===== src/rtl/sump_cmd_if.sv =====
// Byte-stream and decoded-command bundle between the UART receiver, the SUMP
// command decoder and the capture controller.
interface sump_cmd_if;
  logic [7:0]  rx_data;
  logic        rx_valid;
  logic        rx_error;
  logic [7:0]  opcode;
  logic [31:0] command;
  logic        cmd_recv_rx;
  logic        cmd_dropped;

  // Byte source side: the UART receiver, or a bench standing in for it.
  modport master (
    output rx_data, rx_valid, rx_error,
    input  opcode, command, cmd_recv_rx, cmd_dropped
  );

  // Decoder side.
  modport slave (
    input  rx_data, rx_valid, rx_error,
    output opcode, command, cmd_recv_rx, cmd_dropped
  );
endinterface


===== src/rtl/sump_cmd_decoder.sv =====
// SUMP command decoder: frames 1-byte short and 5-byte long commands from the
// UART byte stream, with inter-byte timeout and framing-error abort.
module sump_cmd_decoder #(
  parameter int TIMEOUT_CYCLES = 1_000_000
) (
  input  logic         clock,
  input  logic         ext_reset_n,
  sump_cmd_if.slave    bus
);

  localparam int TO_W = $clog2(TIMEOUT_CYCLES + 1);
  localparam logic [TO_W-1:0] TIMER_LAST = TO_W'(TIMEOUT_CYCLES - 1);

  typedef enum logic {
    WAIT_OP,
    WAIT_ARG
  } state_t;

  state_t          state_q;
  logic [7:0]      pending_q;
  logic [31:0]     arg_q;
  logic [1:0]      idx_q;
  logic [TO_W-1:0] timer_q;
  logic [7:0]      opcode_q;
  logic [31:0]     command_q;
  logic            recv_q;
  logic            drop_q;

  logic            byte_ok;
  logic [31:0]     arg_next;

  // A framing error poisons the byte even when rx_valid is also high.
  assign byte_ok  = bus.rx_valid && !bus.rx_error;
  // Little-endian: each new byte enters at the top, so arg byte 0 ends in [7:0].
  assign arg_next = {bus.rx_data, arg_q[31:8]};

  always_ff @(posedge clock or negedge ext_reset_n) begin
    if (!ext_reset_n) begin
      // NOTE: every register, the argument shift register included, is reset so
      // that a reset mid-command leaves no stale partial argument behind.
      state_q   <= WAIT_OP;
      pending_q <= 8'h00;
      arg_q     <= 32'h0;
      idx_q     <= 2'd0;
      timer_q   <= '0;
      opcode_q  <= 8'h00;
      command_q <= 32'h0;
      recv_q    <= 1'b0;
      drop_q    <= 1'b0;
    end else begin
      // NOTE: non-blocking defaults make both strobes single-cycle pulses; any
      // later assignment in this block overrides them for this cycle only.
      recv_q <= 1'b0;
      drop_q <= 1'b0;

      case (state_q)
        WAIT_OP: begin
          if (byte_ok) begin
            if (!bus.rx_data[7]) begin
              opcode_q  <= bus.rx_data;
              command_q <= 32'h0;
              recv_q    <= 1'b1;
            end else begin
              pending_q <= bus.rx_data;
              arg_q     <= 32'h0;
              idx_q     <= 2'd0;
              timer_q   <= '0;
              state_q   <= WAIT_ARG;
            end
          end
        end

        WAIT_ARG: begin
          if (bus.rx_error) begin
            drop_q  <= 1'b1;
            state_q <= WAIT_OP;
          end else if (bus.rx_valid) begin
            // A byte arriving on the expiry cycle lands here and wins.
            arg_q   <= arg_next;
            idx_q   <= idx_q + 2'd1;
            timer_q <= '0;
            if (idx_q == 2'd3) begin
              opcode_q  <= pending_q;
              command_q <= arg_next;
              recv_q    <= 1'b1;
              state_q   <= WAIT_OP;
            end
          end else begin
            timer_q <= timer_q + 1'b1;
            if (timer_q == TIMER_LAST) begin
              drop_q  <= 1'b1;
              state_q <= WAIT_OP;
            end
          end
        end
      endcase
    end
  end

  assign bus.opcode      = opcode_q;
  assign bus.command     = command_q;
  assign bus.cmd_recv_rx = recv_q;
  assign bus.cmd_dropped = drop_q;

  a_pulses_exclusive: assert property (
    @(posedge clock) disable iff (!ext_reset_n) !(recv_q && drop_q)
  );

endmodule


===== src/flat_wrapper.sv =====
// flat-port wrapper written by rule: the top's interface ports become plain ports
module sump_cmd_decoder_flat 
#(
  parameter int TIMEOUT_CYCLES = 1_000_000
)
  (clock, ext_reset_n, bus_rx_data, bus_rx_valid, bus_rx_error, bus_opcode, bus_command, bus_cmd_recv_rx, bus_cmd_dropped);
  sump_cmd_if bus_i ();
  input  logic clock;
  input  logic ext_reset_n;
  input wire logic [$bits(bus_i.rx_data)-1:0] bus_rx_data;
  input wire logic [$bits(bus_i.rx_valid)-1:0] bus_rx_valid;
  input wire logic [$bits(bus_i.rx_error)-1:0] bus_rx_error;
  output wire logic [$bits(bus_i.opcode)-1:0] bus_opcode;
  output wire logic [$bits(bus_i.command)-1:0] bus_command;
  output wire logic [$bits(bus_i.cmd_recv_rx)-1:0] bus_cmd_recv_rx;
  output wire logic [$bits(bus_i.cmd_dropped)-1:0] bus_cmd_dropped;
  assign bus_i.rx_data = bus_rx_data;
  assign bus_i.rx_valid = bus_rx_valid;
  assign bus_i.rx_error = bus_rx_error;
  assign bus_opcode = bus_i.opcode;
  assign bus_command = bus_i.command;
  assign bus_cmd_recv_rx = bus_i.cmd_recv_rx;
  assign bus_cmd_dropped = bus_i.cmd_dropped;
  sump_cmd_decoder #(.TIMEOUT_CYCLES(TIMEOUT_CYCLES)) u_core (.clock(clock), .ext_reset_n(ext_reset_n), .bus(bus_i));
endmodule

===== config.mk =====
export PLATFORM = sky130hd
export DESIGN_NAME = sump_cmd_decoder_flat
export DESIGN_NICKNAME = d
export VERILOG_FILES = /design/src/rtl/sump_cmd_if.sv /design/src/rtl/sump_cmd_decoder.sv /design/src/flat_wrapper.sv
export SDC_FILE = /design/constraint.sdc
export NUM_CORES = 1
export LEC_CHECK = 0
export CAP_MARGIN = 30
export CORE_ASPECT_RATIO = 2
export CORE_MARGIN = 2
export CORE_UTILIZATION = 57
export CTS_BUF_LIST = sky130_fd_sc_hd__clkbuf_2
export CTS_CLUSTER_DIAMETER = 30
export DETAILED_ROUTE_END_ITERATION = 7
export GPL_ROUTABILITY_DRIVEN = 0
export HOLD_SLACK_MARGIN = 0.06
export MAX_ROUTING_LAYER = met4
export PLACE_DENSITY_LB_ADDON = 0.05
export SLEW_MARGIN = 20
export SYNTH_ARGS = -nofsm -noshare
export SYNTH_HDL_FRONTEND = slang
export SYNTH_SLANG_ARGS = --single-unit

===== constraint.sdc =====
create_clock -name clock -period 2.12 [get_ports clock]
set_input_delay 0.212 -clock clock [delete_from_list [all_inputs] [get_ports clock]]
set_output_delay 0.212 -clock clock [all_outputs]
set_load 0.03 [all_outputs]

==> results.ini <==
[route]
wl_met2_mm=5.09
dr.pass1.iters=4
drtIter0Drc=209
drt-met1-wl_mm=3.40
top_layer_used=met4
wl_mm=8.97
vias=3119
wl_per_cell_um=16.7
drc=0
ant_nets=0
drt-vias-per-instance=5.81
wl_met3_um=232

[critical_path]
r2r-start=u_core.timer_q[0]
ff2ff_setup_slack_ns=0.31
crit_fanout=2
critical_path_class=flop to primary output
worst_setup_path_start_kind=flop
cpPeakStageDelay_ns=0.68
path_cells=clkdlybuf4s50_1
worst_ep_required_time_ns=1.91
endpoint_kind=primary output
cp.buffers_inverters=1
reg2regPathDepth=5
crit_slowest_cell=clkdlybuf4s50_1
reg2reg_to=u_core.timer_q[10]
path_delay_family=buffers and inverters
arrival_ns=1.70

[sta]
fin_skew_ns=0.0382
finalSetupViolCount=0
maxSlewViolCount=0
period_share_pct=90.0
period_minus_slack_ns=1.91
setup-tns-final_ns=0
hold_viol=0
fmax_mhz=524
rsz0062_at_grt=false
tightest_slew_ns=0.424
maxSlewHeadroom_pct=71.4

[grt]
grt.total_usage_pct=26.0
grt_first_pass_wirelength_mm=15.2
grt_pass1_vias=3127
antenna_found_initial=1
grt_max_degree=40
grt_overflow=0

[worst_hold_path]
min_path_cells=3
hp-class=primary input to flop
hold_path.startpoint=bus_rx_data[3]
holdPathEnd=u_core.bus.command[27]

[job]
drv_cap=0

[yosys]
async_reset_ff_share_pct=100
avgSynthCellArea_um2=10.8
ys_seq_area_share_pct=59.3
synth_cell_types=46
synth_warnings=0
synth_area_um2=4090
ys.flop_type=dfrtp_1
synth.ff_latch_count=97
synth_edf_count=0
synth_cells=379
syn_nets=393

[outcome]
status=finished clean

[final_layout]
final_layout_size_suffix_gt1_share_pct=11.0
fin_util_pct=71.1
syn2layout_area_growth_pct=20.7
final_nets=455

[pwr]
ir_drop_uv=412
powerDensity_nw_per_um2=731
power.leakage_uw=0.00235

[clock_tree]
tritoncts=yes
cts_hold_buf=3
cts_inserted_buffers=9
post_cts_resized=0
cts_setup_buffers=0
numClockSinks=97
h-tree-depth=3
clock_path_buffers=2
worstSkewPairLatency_ns=0.57
cts_root_buffer=clkbuf_2
clkSlewWorstSetupHoldPaths_ns=0.26

[placement]
numPortBuffers=53
dpl.hpwl_mm=6.37

[floorplanning]
coreArea_um2=6940
die_x_um=63.9
initial_utilization_pct=58.9
io-pin-count=54
die_height_um=124
dieArea_um2=7910
rows=43

[cell usage after synthesis (all sizes together) (2+ instances only)]
cell type,instances,area [µm²]
ha,2,25.0
o31ai,5,37.5
nand4,4,31.3
nand2b,4,25.0
buf,13,72.6
nor4,2,12.5
mux2,7,78.8
xnor2,3,26.3
inv,3,11.3
or3,2,12.5
and4b,2,20.0
and4,6,52.6
dfrtp,97,2430
nor2,12,47.6
a21oi,9,48.8
a32o,3,30.0
or4,9,67.6
nand3,38,195
and2b,2,15.0
xor2,4,35.0
a22o,25,219
o211ai,4,30.0
nand2,79,299
mux2i,7,70.1
o21ai,14,70.1
clkbuf,11,43.8
[final cells by class]
cell class              count  area (µm²)
well taps                  90         113
clock buffers              10        50.0
multi-input cells         255        1540
inverters                   3        11.3
repair buffers             75         738
diodes                      1        2.50
flip-flops and latches     97        2430
fillers                   534        2000
clock inverters             6        56.3
[metrics by stage]
step | power [µW] | setup slack [ns] | area, µm² | cells | hold WS (ns)
floorplan | 2480 | 0.599 | 4090 | 379 | -0.0836
CTS | 3650 | 0.149 | 4930 | 536 | 0.247
global placement | 2770 | 0.167 | 4800 | 517 | 0.192
global route | 3780 | 0.132 | 4940 | 537 | 0.244
detailed placement | 2790 | 0.108 | 4800 | 517 | 0.198
finish | 3610 | 0.212 | 4940 | 537 | 0.290
[logic make-up (layout without fill, tap and decap cells)]
group           Yosys count  in the layout  synth area share, %
simple gates            167            167                 20.2
flops                    97             97                 59.3
compound gates           65             65                 11.6
buf+inv                  27             94                 3.12
mux                      14             14                 3.64
xor+xnor                  7              7                 1.50
fa+ha+maj                 2              2                0.612
other cells               0              1                    0
[routing by layer]
layer	up-vias	GRT usage [%]
met5	-	-
met4	0	11.7
met3	19	5.33
met2	59	45.2
met1	1567	28.4
li1	1474	-
[sequential cells by signal (all words and copies together) (netlist names)]
signal	flops
u_core.idx_q	2
u_core.bus.cmd_dropped	1
u_core.bus.opcode	8
u_core.bus.cmd_recv_rx	1
u_core.arg_q	24
u_core.pending_q	8
u_core.bus.command	32
u_core.state_q	1
u_core.timer_q	20
[power breakdown]
part           leakage [µW]  internal, µW  total (µW)  switching (µW)
clock network     0.0000712           270         860             589
registers           0.00131          2000        2110             107
logic              0.000966           275         641             365
total               0.00235          2550        3610            1060
[worst max-delay path by stage]
stage,cells past startpoint,startpoint,end,slack (ns)
after floorplan,5,u_core.timer_q[0],u_core.timer_q[10],0.60
after global placement,6,bus_rx_error,u_core.timer_q[7],0.17
after detailed placement,5,bus_rx_error,u_core.timer_q[19],0.11
after CTS,1,u_core.bus.command[13],bus_command[13],0.15
after global routing,1,u_core.bus.command[13],bus_command[13],0.13
final,1,u_core.bus.command[13],bus_command[13],0.21
[cells in the final DEF, fill, tap and decap left out, types with 5 or more instances in the layout]
cell type / Yosys / final
clkbuf_2: 2 / 10
clkdlybuf4s50_1: 0 / 52
a22o_1: 25 / 25
mux2_2: 7 / 7
dfrtp_1: 97 / 97
o21ai_0: 14 / 13
mux2i_1: 7 / 7
a21oi_1: 8 / 8
nand2_1: 78 / 78
or4_1: 9 / 9
and4_1: 6 / 6
o31ai_1: 5 / 5
buf_4: 0 / 17
nand3_1: 37 / 37
nor2_1: 11 / 11
(Power assumes the default switching activity.)
